===== config.mk =====
export PLATFORM = sky130hd
export DESIGN_NAME = row_mem_ctrl
export DESIGN_NICKNAME = d
export VERILOG_FILES = /design/src/rtl/row_mem_ctrl.sv
export SDC_FILE = /design/constraint.sdc
export NUM_CORES = 1
export LEC_CHECK = 0
export BUFFER_PORTS_ARGS = -buffer_cell sky130_fd_sc_hd__buf_2
export CAP_MARGIN = 0
export CORE_MARGIN = 3
export CORE_UTILIZATION = 34
export DETAILED_ROUTE_END_ITERATION = 10
export GPL_ROUTABILITY_DRIVEN = 1
export PLACE_DENSITY_LB_ADDON = 0.25
export SKIP_LAST_GASP = 1
export SYNTH_ARGS = -nofsm -noshare
export SYNTH_HDL_FRONTEND = slang
export SYNTH_SLANG_ARGS = --single-unit

===== constraint.sdc =====
create_clock -name ck -period 1.1 [get_ports ck]
set_input_delay 0.11 -clock ck [delete_from_list [all_inputs] [get_ports ck]]
set_output_delay 0.11 -clock ck [all_outputs]
set_load 0.02 [all_outputs]

===== src/rtl/row_mem_ctrl.sv =====
// Round-robin sequencer for a shared array of row latches.
// Generates registered rs/wr/d timing and per-requester acks.
module row_mem_ctrl #(
  parameter int ROWS = 4,
  parameter int AW   = 2,
  parameter int DW   = 3
) (
  input  logic            ck,
  input  logic            rst,
  input  logic            req0,
  input  logic            we0,
  input  logic [AW-1:0]   addr0,
  input  logic [DW-1:0]   wd0,
  output logic            ack0,
  input  logic            req1,
  input  logic            we1,
  input  logic [AW-1:0]   addr1,
  input  logic [DW-1:0]   wd1,
  output logic            ack1,
  output logic [DW-1:0]   rdata,
  output logic            err,
  output logic            busy,
  output logic [ROWS-1:0] rs,
  output logic            wr,
  output logic [DW-1:0]   d,
  input  logic [DW-1:0]   mq
);

  typedef enum logic [2:0] {
    IDLE,
    SETUP,
    STROBE,
    HOLD,
    SAMPLE,
    DONE
  } state_t;

  state_t state;
  state_t state_n;

  logic            last;
  logic            last_n;
  logic            gnt;
  logic            gnt_n;
  logic            op_we;
  logic            op_we_n;
  logic            op_ok;
  logic            op_ok_n;
  logic [ROWS-1:0] rs_n;
  logic            wr_n;
  logic [DW-1:0]   d_n;
  logic            ack0_n;
  logic            ack1_n;
  logic            err_n;
  logic            busy_n;
  logic [DW-1:0]   rdata_n;

  logic            pick;
  logic            g_we;
  logic [AW-1:0]   g_addr;
  logic [DW-1:0]   g_wd;
  logic [ROWS:0]   g_dec;

  // Top bit flags an in-range address; low bits are the row one-hot.
  function automatic logic [ROWS:0] decode(input logic [AW-1:0] a);
    logic [ROWS:0] r;
    r = '0;
    for (int i = 0; i < ROWS; i++) begin
      if (a == AW'(i)) begin
        r[i]    = 1'b1;
        r[ROWS] = 1'b1;
      end
    end
    return r;
  endfunction

  // Grant: a lone request wins; on a tie, the one not granted last.
  always_comb begin
    pick   = req1 & (~req0 | ~last);
    g_we   = pick ? we1 : we0;
    g_addr = pick ? addr1 : addr0;
    g_wd   = pick ? wd1 : wd0;
    g_dec  = decode(g_addr);
  end

  // Next state and next registered outputs.
  always_comb begin
    state_n = state;
    last_n  = last;
    gnt_n   = gnt;
    op_we_n = op_we;
    op_ok_n = op_ok;
    rs_n    = rs;
    wr_n    = 1'b0;
    d_n     = d;
    ack0_n  = 1'b0;
    ack1_n  = 1'b0;
    err_n   = 1'b0;
    rdata_n = rdata;
    unique case (state)
      IDLE: begin
        if (req0 | req1) begin
          state_n = SETUP;
          gnt_n   = pick;
          last_n  = pick;
          op_we_n = g_we;
          op_ok_n = g_dec[ROWS];
          rs_n    = g_dec[ROWS-1:0];
          d_n     = g_wd;
        end
      end
      SETUP: begin
        state_n = op_we ? STROBE : SAMPLE;
        wr_n    = op_we;
      end
      STROBE: begin
        state_n = HOLD;
      end
      HOLD: begin
        state_n = DONE;
        rs_n    = '0;
        ack0_n  = ~gnt;
        ack1_n  = gnt;
        err_n   = ~op_ok;
      end
      SAMPLE: begin
        state_n = DONE;
        rs_n    = '0;
        ack0_n  = ~gnt;
        ack1_n  = gnt;
        err_n   = ~op_ok;
        rdata_n = op_ok ? mq : '0;
      end
      DONE: begin
        state_n = IDLE;
      end
      default: begin
        state_n = IDLE;
      end
    endcase
    busy_n = (state_n != IDLE);
  end

  // State and output registers; reset aborts any operation in flight.
  always_ff @(posedge ck) begin
    if (rst) begin
      state <= IDLE;
      last  <= 1'b1;
      gnt   <= 1'b0;
      op_we <= 1'b0;
      op_ok <= 1'b0;
      rs    <= '0;
      wr    <= 1'b0;
      d     <= '0;
      ack0  <= 1'b0;
      ack1  <= 1'b0;
      err   <= 1'b0;
      busy  <= 1'b0;
      rdata <= '0;
    end else begin
      state <= state_n;
      last  <= last_n;
      gnt   <= gnt_n;
      op_we <= op_we_n;
      op_ok <= op_ok_n;
      rs    <= rs_n;
      wr    <= wr_n;
      d     <= d_n;
      ack0  <= ack0_n;
      ack1  <= ack1_n;
      err   <= err_n;
      busy  <= busy_n;
      rdata <= rdata_n;
    end
  end

endmodule

Yosys cells after proc, flatten, opt, wreduce, memory -nomap -nowiden
Index checks and enable logic that the tools add are counted.
{ "word_totals": {"register_bits": 22, "inputBits": 19, "out_inout_bits": 15, "wordCells": 54} }
{ "classes": {"n_eq_ne": 8, "n_mux": 15, "bitwise_logic": 9, "n_reduce_logical": 9} }
{ "op_table": {"columns": ["op", "count"], "rows": [
  ["$mux W3", 4],
  ["$pmux W3 S4", 1],
  ["$pmux W4 S2", 1],
  ["$eq A3 B2 Y1 const B", 2],
  ["$mux W1", 6],
  ["$not A1 Y1", 6],
  ["$reduce_or A2 Y1", 3],
  ["$eq A2 B2 Y1 const B", 2],
  ["$mux W2", 2],
  ["$mux W4", 1],
  ["$reduce_and A2 Y1", 2],
  ["$eq A3 B1 Y1 const B", 1],
  ["$eq A3 B3 Y1 const B", 1],
  ["$logic_not A3 Y1", 1],
  ["$reduce_bool A3 Y1", 1],
  ["$eq A2 B1 Y1 const B", 1],
  ["$logic_not A2 Y1", 1],
  ["$ne A2 B2 Y1 const B", 1],
  ["$or A1 B1 Y1", 2],
  ["$reduce_bool A2 Y1", 1],
  ["$and A1 B1 Y1", 1]
]} }

Logic depth before layout (Yosys ltp)
{ "depth": {"word_depth": 11, "depth_mapped": 5, "depth_no_buf": 3} }

Worst setup path after synthesis
No wires, ideal clock.
{ "synth_path": {"path_type": "flip-flop to flip-flop", "from": "reg state[0]", "to": "reg err", "setup_ns": 0.064, "t_arrival_ns": 1.109, "t_required_ns": 1.036, "slack_ns": -0.073, "stages_incl_launch_ff": 5, "cell_sequence": "dfxtp_1 buf_4 or3b_4 a21o_1 nor2_1"} }
{ "synth_via": {"elab_chain_len": 4, "word_cells_on_any_way": 5, "classes_between": "eq/ne (2); bitwise (1); reduce/logical (2)"} }
{ "synth_lines": {"columns": ["item", "line_no", "text"], "rows": [
  ["from (decl)", "38", "state_t state;"],
  ["from (signal assigned)", "161", "state <= state_n;"],
  ["$eq A3 B3 Y1 or $eq A3 B2 Y1 (tied branches)", "100", "unique case (state)"],
  ["$reduce_or A2 Y1 (no source line) (*)", null, null],
  ["$not A1 Y1 (no source line) (*)", null, null],
  ["$reduce_or A2 Y1 (no source line) (*)", null, null],
  ["to (signal assigned)", "171", "err <= err_n;"],
  ["to (decl)", "21", "output logic err,"]
]} }
Every way passes the cells marked *; elsewhere a longest branch is shown, timed or not.
A chain may end at the register's enable or synchronous reset.

Worst setup path in the final report
{ "layout_path": {"from": "reg state[1]", "to": "reg err"} }
Same word-level chain as after synthesis.

==> summary.md <==
| Metric | Value |
|---|---|
| Final Hold Fails | `0` |
| Maximum VDD drop | `0.000865 V` |
| Vias in the first global route | `855` |
| Yosys Warn Count | `0` |
| Avg Cell Area, Syn | `9.27 um^2` |
| Site Rows | `18` |
| Gpl congestion | `0.734` |
| Core Area | `2610 um^2` |
| Post-synth top area cell | `dfxtp_1` |
| Port buffer count | `33` |
| Critical path class | `flop to flop` |
| Largest family of logic cells by synthesized area | `simple AND/OR/NAND/NOR gates` |
| Worst setup margin | `-0.0553 ns` |
| Synth Area in XOR/XNOR | `0` |
| Area contributors post-synth | `dfxtp_1 (44%), a21oi_1 (5.5%), nor2b_1 (3.8%), o2bb2ai_1 (3.5%), o32ai_1 (3.5%)` |
| Leak | `0.599 nW` |
| # diodes | `0` |
| CP top delay family | `simple AND/OR/NAND/NOR gates` |
| Chip width | `60.0 um` |
| Max-cap violations | `0` |
| IO Pins | `34` |
| Crit share post-route | `1.05` |
| Sinks on Clock Net | `22` |
| First-pass GRT wire length | `3.53 mm` |
| PwrDens | `1450 nW/um^2` |
| Worst-Margin Slew | `0.327 ns` |
| Worst Setup SP | `state[1]` |
| Clk_skew | `0.00163 ns` |
| DR iter-0 viols | `12` |
| WL final | `2.20 mm` |
| Fin. max-slew vios | `0` |
| Nets | `170` |
| Synthesized net count | `126` |
| Post-Synth Adder-Cell Area | `0` |
| Hold worst-path end | `rdata[2]` |
| Clk slew on worst S/H paths | `0.12 ns` |
| Worst skew pair latency | `0.30 ns` |
| Setup crit start kind | `flop` |
| TritonCTS clock tree | `built` |
| Synth Area in Compound Gates | `0.214` |
| Die Y | `60.0 um` |
| Hold Crit Depth | `3` |
| Post-synth ARST share | `0` |
| Mux contribution to synthesized area | `0.0454` |
| Die area | `3600 um^2` |
| Post-synthesis sequential area ratio | `0.444` |
| CTS root buf | `clkbuf_4` |
| Most frequent cell after synthesis | `dfxtp_1` |
| Number of antenna violations at the first check in global routing | `0` |
| CTS buffer count | `3` |
| Worst Hold Class | `primary input to flop` |
| Largest fanout on the critical path | `8` |
| Synth Area in Simple Gates | `0.227` |
| Mapped cell area | `992 um^2` |
| Ys flop type | `dfxtp_1` |
| CTS HTree Levels | `1` |
| Top cells by count, synth | `dfxtp_1 (22), a21oi_1 (11), nor2_1 (8)` |
| Critical Path, Cell by Cell | `or3b_4 > a21o_1 > nor2_1` |
| Slowest-stage cell, CP | `or3b_4` |
| Vias per cell | `5.06` |
| Max incr delay on CP | `0.42 ns` |
| Share of cells above drive strength 1 | `0.460` |
| Critical Path AT | `1.40 ns` |
| DRC viols | `0` |
| Worst reg2reg path endpoint | `err` |
| Cells after Synth | `107` |
| Post-synth EDFFs | `0` |
| Synth top area share | `0.444` |
| Reg2reg start | `state[1]` |
| Clock tree buffer depth | `2` |
| Status | `finished, violations left` |
| Dpl cell area | `1240 um^2` |
| Drt first pass iters | `4` |
| Req. time, crit path | `1.35 ns` |
| Hold path start | `mq[2]` |
| Worst R2R Path Depth | `3` |
| Failing checks | `setup timing` |
| Post-DP HPWL | `1.71 mm` |
| Synth cell types | `31` |
| Setup Viol. Count Final | `7` |
| Largest net degree at the start of global routing | `18` |
| GRT Util Overall | `0.129` |
| Crit path buf inv count | `0` |
| Area grow syn2layout | `35.2%` |
| Vias | `910` |
| Starting density of the core | `0.380` |
| Yosys reg bits | `22` |
| Post-route cell area | `1340 um^2` |
| Cts hold-fix bufs | `0` |
| F_max | `866 MHz` |
| Rel. slew slack | `0.782` |
| Flop-to-flop setup slack | `-0.06 ns` |
| Final ANT Viol Nets | `0` |
| WHS | `0.0569 ns` |
| Final min period | `1.16 ns` |
| Fill cells | `248` |
| RSZ-0062 raised after global routing | `yes` |
| Avg WL per Cell | `12.2 um` |
| Grt total ovfl | `0` |
| Crit end category | `flop` |
how the worst max path moves through the flow:
stage            end  cells after the start  slack [ns]
2_1_floorplan    err                      4       -0.03
3_3_place_gp   rs[1]                      3       -0.07
3_5_place_dp     err                      3        -0.1
4_1_cts          err                      3       -0.04
5_1_grt          err                      3       -0.11
6_report         err                      3       -0.06
cell type report:
cell class / count / area (um^2) / area share
repair buffers: 47 / 274 / 0.204
inverters: 3 / 11.3 / 0.00840
flip-flops and latches: 22 / 450 / 0.336
multi-input cells: 74 / 532 / 0.396
well taps: 30 / 37.5 / 0.0280
clock buffers: 4 / 36.3 / 0.0271
sequential cells by signal, indices dropped and copies added (netlist names):
name,count
rs,4
d,3
rdata,3
state,3
ack0,1
ack1,1
busy,1
err,1
gnt,1
last,1
op_ok,1
op_we,1
wr,1
logic make-up (layout without fill, tap and decap cells):
| family | Yosys count | count (layout) |
|---|---|---|
| AO/OA/AOI/OAI | 30 | 30 |
| buffers and inverters | 11 | 54 |
| flip-flops | 22 | 22 |
| multiplexers | 4 | 4 |
| AND/OR/NAND/NOR | 40 | 40 |
where the power goes:
part | leakage [nW] | switching [mW] | total, mW | internal [mW]
clock | 0.0210 | 0.236 | 0.438 | 0.202
sequential | 0.182 | 0.0621 | 0.939 | 0.877
combinational | 0.396 | 0.282 | 0.573 | 0.292
through the flow:
step                      power (mW)  setup WS, ns  utilization  TNS [ns]  std cells
after global placement          1.47       -0.0714        0.473    -0.719        175
after detailed placement        1.48       -0.0998        0.473    -0.876        175
after global routing            2.08        -0.113        0.513     -1.14        180
after floorplan                 1.29       -0.0342            -    -0.159        107
final                           1.95       -0.0553        0.513    -0.267        180
after CTS                       1.93       -0.0446        0.496    -0.412        179
metal layers:
metal | share of wire | wire length, um | track usage | up-vias
li1 | - | - | - | 470
met1 | 0.46 | 1010 | 0.161 | 419
met2 | 0.49 | 1070 | 0.216 | 19
met3 | 0.045 | 100 | 0.0281 | 2
met4 | 0.0041 | 9 | 0.0475 | 0
met5 | 0 | 0 | 0 | -
cell usage in the layout (no fill, tap or decap), types with 3 or more instances in the layout:
cell type	Yosys	final
o32ai_1	4	4
buf_2	1	33
mux2i_1	3	3
a21oi_1	11	9
nand3_2	0	3
o2bb2ai_1	4	4
inv_1	3	3
nand2_1	7	6
a211oi_1	4	4
buf_4	3	13
clkbuf_4	0	3
nor2_1	8	7
dfxtp_1	22	18
nand3b_1	3	3
nor2b_1	6	6
worst reg2reg max path: stages, from the launching register on:
cell	delay (ns)
dfxtp_2	0.40
or3b_4	0.43
a21o_1	0.20
nor2_1	0.08
repair_timing:
| action | CTS | global route |
|---|---|---|
| endpoints found under the hold margin | 0 | 0 |
| buffers inserted | 0 | 1 |
| resized for setup | 6 | 10 |
| setup endpoints to repair | 16 | 18 |
| pin swaps | 7 | 4 |
No activity file was read; power rests on OpenSTA's default activity.
